$ cat src/rtl/divisor_pkg.sv
// Shared constants and width helpers for the divider issue/collection stage.
// The result record type is declared inside each module so it follows the local operand width.
package divisor_pkg;

  localparam int TAMANYO_DEF = 32;
  localparam int PROF_DEF    = 4;

  // Width of a counter that must hold every value 0..prof inclusive.
  function automatic int ancho_cnt(input int prof);
    return $clog2(prof + 1);
  endfunction

  // Width of a pointer into a prof-entry array; never below one bit.
  function automatic int ancho_ptr(input int prof);
    return (prof > 1) ? $clog2(prof) : 1;
  endfunction

endpackage

$ cat src/rtl/fifo_resultados.sv
// Synchronous show-ahead FIFO holding {quotient, remainder} records.
// Push when full and pop when empty are ignored; pointers wrap naturally because PROF is a power of two.
module fifo_resultados
  import divisor_pkg::*;
#(
  parameter int ANCHO = 2 * TAMANYO_DEF,
  parameter int PROF  = PROF_DEF
) (
  input  logic                      i_clk,
  input  logic                      i_rst,
  input  logic                      i_push,
  input  logic [ANCHO-1:0]          i_dato,
  input  logic                      i_pop,
  output logic [ANCHO-1:0]          o_dato,
  output logic                      o_full,
  output logic                      o_empty,
  output logic [ancho_cnt(PROF)-1:0] o_count
);

  localparam int AW = ancho_ptr(PROF);
  localparam int CW = ancho_cnt(PROF);

  logic [ANCHO-1:0] r_mem [PROF];
  logic [AW-1:0]    r_wr;
  logic [AW-1:0]    r_rd;
  logic [CW-1:0]    r_count;

  logic w_push;
  logic w_pop;

  assign o_full  = (r_count == CW'(PROF));
  assign o_empty = (r_count == '0);
  assign w_push  = i_push && !o_full;
  assign w_pop   = i_pop && !o_empty;

  assign o_dato  = r_mem[r_rd];
  assign o_count = r_count;

  // Storage carries no reset; only the pointers and count define what is valid.
  always_ff @(posedge i_clk) begin
    if (w_push) begin
      r_mem[r_wr] <= i_dato;
    end
  end

  always_ff @(posedge i_clk) begin
    if (i_rst) begin
      r_wr    <= '0;
      r_rd    <= '0;
      r_count <= '0;
    end else begin
      if (w_push) begin
        r_wr <= r_wr + 1'b1;
      end
      if (w_pop) begin
        r_rd <= r_rd + 1'b1;
      end
      case ({w_push, w_pop})
        2'b10:   r_count <= r_count + 1'b1;
        2'b01:   r_count <= r_count - 1'b1;
        default: r_count <= r_count;
      endcase
    end
  end

endmodule

$ cat src/rtl/cola_resultados_division.sv
// Issue and collection stage around the non-stallable segmented divider: work is issued only
// when a FIFO slot is already reserved for its result, so every Done always finds space.
module cola_resultados_division
  import divisor_pkg::*;
#(
  parameter int tamanyo = TAMANYO_DEF,
  parameter int PROF    = PROF_DEF,
  parameter int SERIE   = 1
) (
  input  logic                       CLK,
  input  logic                       RSTa,
  input  logic                       Req_valid,
  output logic                       Req_ready,
  input  logic [tamanyo-1:0]         Req_Num,
  input  logic [tamanyo-1:0]         Req_Den,
  output logic                       START,
  output logic [tamanyo-1:0]         Num,
  output logic [tamanyo-1:0]         Den,
  input  logic                       Done,
  input  logic [tamanyo-1:0]         Coc,
  input  logic [tamanyo-1:0]         Res,
  output logic                       Out_valid,
  input  logic                       Out_ready,
  output logic [tamanyo-1:0]         Out_Coc,
  output logic [tamanyo-1:0]         Out_Res,
  output logic [$clog2(PROF+1)-1:0]  Ocupacion,
  output logic [$clog2(PROF+1)-1:0]  En_vuelo,
  output logic                       Error
);

  localparam int CW = ancho_cnt(PROF);
  localparam logic [CW:0] PROF_L = (CW+1)'(PROF);

  typedef struct packed {
    logic [tamanyo-1:0] coc;
    logic [tamanyo-1:0] res;
  } resultado_t;

  logic               r_start;
  logic [tamanyo-1:0] r_num;
  logic [tamanyo-1:0] r_den;
  logic [CW-1:0]      r_en_vuelo;
  logic               r_error;

  logic               w_req_ready;
  logic               w_acc;
  logic               w_done_ok;
  logic               w_credito_libre;
  logic               w_serie_ok;
  logic               w_full;
  logic               w_empty;
  logic [CW-1:0]      w_ocup;
  resultado_t         w_entrada;
  resultado_t         w_cabeza;

  // Handshakes: a transfer happens on a rising edge where valid and ready are both high.
  // Req_ready depends only on registered state (and reset), never on Req_valid; Out_valid
  // is high whenever the FIFO holds an entry and the head stays put until Out_ready pops it.
  assign w_credito_libre = ({1'b0, w_ocup} + {1'b0, r_en_vuelo}) < PROF_L;
  assign w_serie_ok      = (SERIE == 0) || (r_en_vuelo == '0);
  assign w_req_ready     = !RSTa && w_credito_libre && w_serie_ok;
  assign w_acc           = Req_valid && w_req_ready;

  // A Done is only trusted when a division is outstanding and a slot exists for it.
  assign w_done_ok = Done && (r_en_vuelo != '0) && !w_full;

  assign w_entrada = '{coc: Coc, res: Res};

  fifo_resultados #(
    .ANCHO (2 * tamanyo),
    .PROF  (PROF)
  ) u_fifo (
    .i_clk   (CLK),
    .i_rst   (RSTa),
    .i_push  (w_done_ok),
    .i_dato  (w_entrada),
    .i_pop   (Out_ready),
    .o_dato  (w_cabeza),
    .o_full  (w_full),
    .o_empty (w_empty),
    .o_count (w_ocup)
  );

  always_ff @(posedge CLK) begin
    if (RSTa) begin
      r_start    <= 1'b0;
      r_num      <= '0;
      r_den      <= '0;
      r_en_vuelo <= '0;
      r_error    <= 1'b0;
    end else begin
      r_start <= w_acc;
      if (w_acc) begin
        r_num <= Req_Num;
        r_den <= Req_Den;
      end
      case ({w_acc, w_done_ok})
        2'b10:   r_en_vuelo <= r_en_vuelo + 1'b1;
        2'b01:   r_en_vuelo <= r_en_vuelo - 1'b1;
        default: r_en_vuelo <= r_en_vuelo;
      endcase
      if (Done && !w_done_ok) begin
        r_error <= 1'b1;
      end
    end
  end

  assign Req_ready = w_req_ready;
  assign START     = r_start;
  assign Num       = r_num;
  assign Den       = r_den;
  assign Out_valid = !w_empty;
  assign Out_Coc   = w_cabeza.coc;
  assign Out_Res   = w_cabeza.res;
  assign Ocupacion = w_ocup;
  assign En_vuelo  = r_en_vuelo;
  assign Error     = r_error;

endmodule

$ cat config.mk
export PLATFORM = sky130hd
export DESIGN_NAME = cola_resultados_division
export DESIGN_NICKNAME = d
export VERILOG_FILES = /design/src/rtl/divisor_pkg.sv /design/src/rtl/fifo_resultados.sv /design/src/rtl/cola_resultados_division.sv
export SDC_FILE = /design/constraint.sdc
export NUM_CORES = 1
export LEC_CHECK = 0
export ABC_AREA = 1
export CORE_AREA = 2 2 213 215
export CTS_BUF_LIST = sky130_fd_sc_hd__clkbuf_2
export DETAILED_ROUTE_END_ITERATION = 8
export DIE_AREA = 0 0 215 217
export GPL_TIMING_DRIVEN = 0
export PLACE_DENSITY = 0.51
export SETUP_SLACK_MARGIN = 0.2
export SYNTH_ARGS = -nofsm -noshare
export SYNTH_HDL_FRONTEND = slang
export SYNTH_HIERARCHICAL = 1
export SYNTH_SLANG_ARGS = --single-unit
$ cat constraint.sdc
create_clock -name CLK -period 12.75 [get_ports CLK]
set_input_delay 1.9125 -clock CLK [delete_from_list [all_inputs] [get_ports CLK]]
set_output_delay 1.9125 -clock CLK [all_outputs]
set_load 0.02 [all_outputs]
==> summary.md, run 1 <==
| Metric | Value |
|---|---|
| Status | `finished, final reports clean` |
| First-pass GRT wire length | `56700 um` |
| Placed cell area | `roughly 17000 um^2` |
| Worst hold-check path type | `reg2reg` |
| Max Cap Violations | `0` |
| Slowest cell on the critical path | `clkdlybuf4s50_1` |
| Final worst slack | `6.85 ns` |
| Area leader, netlist | `edfxtp_1` |
| Syn Nets | `1292` |
| Tightest Pin Transition | `0.882 ns` |
| 1st-iter DRT viols | `445` |
| Top cell type's share of synthesized area | `0.586` |
| Post-CTS sizing | `0` |
| Post-synthesis compound-gate area fraction | `0.109` |
| Routed wire length | `37600 um` |
| Clk_skew | `between 0.08 and 0.09 ns` |
| Tmin final | `~5.9 ns` |
| CTS max path bufs | `3` |
| Async SR Flop Fraction | `0` |
| Slew Limit Fails | `0` |
| Post-synthesis xor/xnor area fraction | `0` |
| Critical-path maximum fanout | `10` |
| Most frequent cells in the layout | `clkdlybuf4s50_1 (269), edfxtp_1 (256), nor2_1 (205)` |
| Sw frac | `0.385` |
| First-pass DRT Iterations | `5` |
| Commonest non-fill, non-tap cell in the layout | `clkdlybuf4s50_1` |
| Initial Utilization | `0.294` |
| Post-route cell area | `17600 um^2` |
| Power density over the cells | `207 nW/um^2` |
| Fmax | `about 0.17 GHz` |
| Vias in the first global route | `9835` |
| Share of layout cells above drive strength 1 | `0.124` |
| GRT busiest layer | `met2` |
| CP Capture Type | `output pin` |
| Total negative slack | `0 ns` |
| Max H-tree Level | `3` |
| Final Hold Vio Count | `0` |
| Global Route Usage Sum | `0.161` |
| Sequential-to-total area share from yosys stat | `0.705` |
| Pin count of the biggest net entering global routing | `27` |
| Dpl hpwl | `25500 um` |
| P_sw | `between 1 and 1.5 mW` |
| Ys Warns | `6` |
| Slowest stage delay, CP | `0.64 ns` |
| Clk pwr share | `0.202` |
| Antenna violations before repair | `2` |
| Syn Area/Cell | `around 11 um^2` |
| Share of the clock period used by the worst path | `0.463` |
| VDD IR-drop max | `approximately 0.10 mV` |
| Die area | `46700 um^2` |
| Mux share of post-synthesis cell area | `0` |
| Worst Path Required | `approximately 11 ns` |
| Setup repair after global routing missed its margin | `no` |
| CTS tree | `done` |
| Clk_lat worst skew | `1.00 ns` |
| Setup WS pre-CTS | `approximately 6.8 ns` |
| Std-Cell Rows | `78` |
| Critical Path Start Type | `input port` |
| Die height | `about 220 um` |
| Clock transition at path regs | `~0.09 ns` |
| Post-Syn Instances | `1149` |
| Setup Viol. Count Final | `0` |
| Vias per cell | `4.46` |
| GR met3 Demand/Resource | `0.0697` |
| Gpl congestion | `0.783` |
| Largest family of logic cells by synthesized area | `simple AND/OR/NAND/NOR gates` |
| Synth Area in Adders | `0.0107` |
| Post-DRT Antenna Nets | `0` |
| Rel. slew slack | `0.411` |
| DRC errors left | `0` |
| CP Class | `in2out` |
| EDFF count, synth | `roughly 260` |
| Num CTS Buffers | `88` |
| #FFs+latches synth | `approximately 330` |
| Routed vias | `~10k` |
| I/O pins | `271` |
| Met2 Track Usage GR | `0.273` |
| Largest cells by area after synthesis | `edfxtp_1 (59%), dfxtp_1 (12%), nor2_1 (6.0%), o22ai_1 (3.1%), o21ai_0 (2.9%)` |
| Post-CTS Setup Bufs | `0` |
| Non-filler cells, final | `2188` |
| Pint | `2.23 mW` |
| LEAKAGE | `6.54 nW` |
| Synth cell types | `22` |
| Combinational power share | `0.410` |
| NumNets Final | `roughly 1.7k` |
| Drt wl/cell | `17.2 um` |
| Reg power frac | `0.388` |
| Chip Width | `215 um` |
| Mapped Area | `approximately 13000 um^2` |
| Top_reg_cell synth | `edfxtp_1` |
| Crit-path cells | `clkdlybuf4s50_1 > nor2_1 > nand2_1 > nor2_2 > buf_6 > buf_6 > clkdlybuf4s50_1` |
| IO buf count | `~270` |
| Met1 Use GR | `0.180` |
| Core area | `~45000 um^2` |
| Hold Slack | `0.486 ns` |
| Crit path DAT | `3.99 ns` |
| # hold bufs at CTS | `0` |
| Sink Count | `~330` |
| DP Cell Count | `2026` |
| GR Overflow Total | `0` |
| Root buffer cell | `clkbuf_2` |
| Area Overhead vs Synth | `33.9%` |
| Simple-gate area share of the yosys netlist | `0.112` |
[cells in the mapped netlist (10+ instances only)]
cell type / instances
a21oi_1: 73
buf_4: 10
buf_6: 20
clkbuf_1: 28
dfxtp_1: 78
edfxtp_1: 256
inv_1: 92
nand2_1: 86
nand3_1: 69
nor2_1: 209
o21ai_0: 76
o21ai_1: 56
o22ai_1: 64
[stage by stage]
stage / power (mW) / utilization
global route: 3.87 / 0.393
finish: 3.63 / 0.393
global placement: 2.94 / 0.371
CTS: 3.71 / 0.393
detailed placement: 2.94 / 0.375
floorplan: 2.25 / -
[cells by family (layout without fill, tap and decap cells)]
| kind of cell | after synthesis | count (layout) |
|---|---|---|
| flops | 334 | 334 |
| compound gates | 269 | 269 |
| buf+inv | 170 | 608 |
| other cells | 0 | 1 |
| simple gates | 366 | 366 |
| fa+ha+maj | 10 | 10 |
[final timing paths]
check             slack (ns)              start  cells after the start                  end
setup / recovery        6.85               RSTa                      7            Req_ready
hold reg to reg         0.49             Num[1]                      2               Num[1]
hold / removal          0.49             Num[1]                      2               Num[1]
setup reg to reg        9.88  u_fifo/o_count[1]                     10  u_fifo/r_mem[2][33]
[area by class of cell]
| class | count | area [um^2] |
|---|---|---|
| antenna | 1 | 2.50 |
| timing repair buffer | 277 | 2850 |
| clock inverter | 33 | 166 |
| sequential | 334 | 9250 |
| inverter | 94 | 353 |
| buffer | 76 | 485 |
| fill | 4524 | 27100 |
| multi-input combinational | 645 | 3060 |
| tap | 600 | 751 |
| clock buffer | 128 | 641 |
[power groups by stage]
| stage | clock [mW] | sequential, mW | combinational (mW) |
|---|---|---|---|
| 2_1_floorplan | 0 | 1.52 | 0.734 |
| 3_3_place_gp | 0 | 1.46 | 1.48 |
| 3_5_place_dp | 0 | 1.43 | 1.51 |
| 4_1_cts | 0.781 | 1.41 | 1.51 |
| 5_1_grt | 0.834 | 1.43 | 1.61 |
| 6_report | 0.734 | 1.41 | 1.49 |
[registers in the layout, summed over array words and instances (netlist names), named ones only]
name            cells
Den                32
u_fifo/r_wr         2
Error               1
START               1
En_vuelo            3
u_fifo/r_mem      256
u_fifo/o_count      3
u_fifo/r_rd         2
Num                32
[critical path, delay by kind of cell]
kind	cells	cell delay (ns)
buffers and inverters	4	1.62
and+or+nand+nor	3	0.46
[routing by layer]
metal | part of all wire | routed length (um)
met2 | 0.48 | 18100
met4 | 0.018 | 678
met3 | 0.098 | 3680
met1 | 0.40 | 15100
met5 | 0.00035 | 13
No activity file was read; power rests on OpenSTA's default activity.
==> inputs of run 2 (changes only) <==
clock period = 6.05 ns   (was 12.75 ns; I/O delays follow)
==> results of run 2 <==
Same layout as run 1 (identical final DEF). Status: finished, final reports clean.
Main changes from that run: setup slack after placement 6.77 ns -> 2.08 ns; clock-pin slew on the worst setup and hold paths 0.09 ns -> 0.10 ns; setup slack after layout 6.85 ns -> 2.01 ns; hold slack 0.486 ns -> 0.415 ns; end point of the critical path Req_ready -> Out_Res[2]; register-to-register setup slack 9.88 ns -> 3.18 ns; end point of the worst hold path Num[1] -> Num[6]; total power 3.63 mW -> 7.66 mW; worst IR drop on VDD 0.101 mV -> 0.213 mV
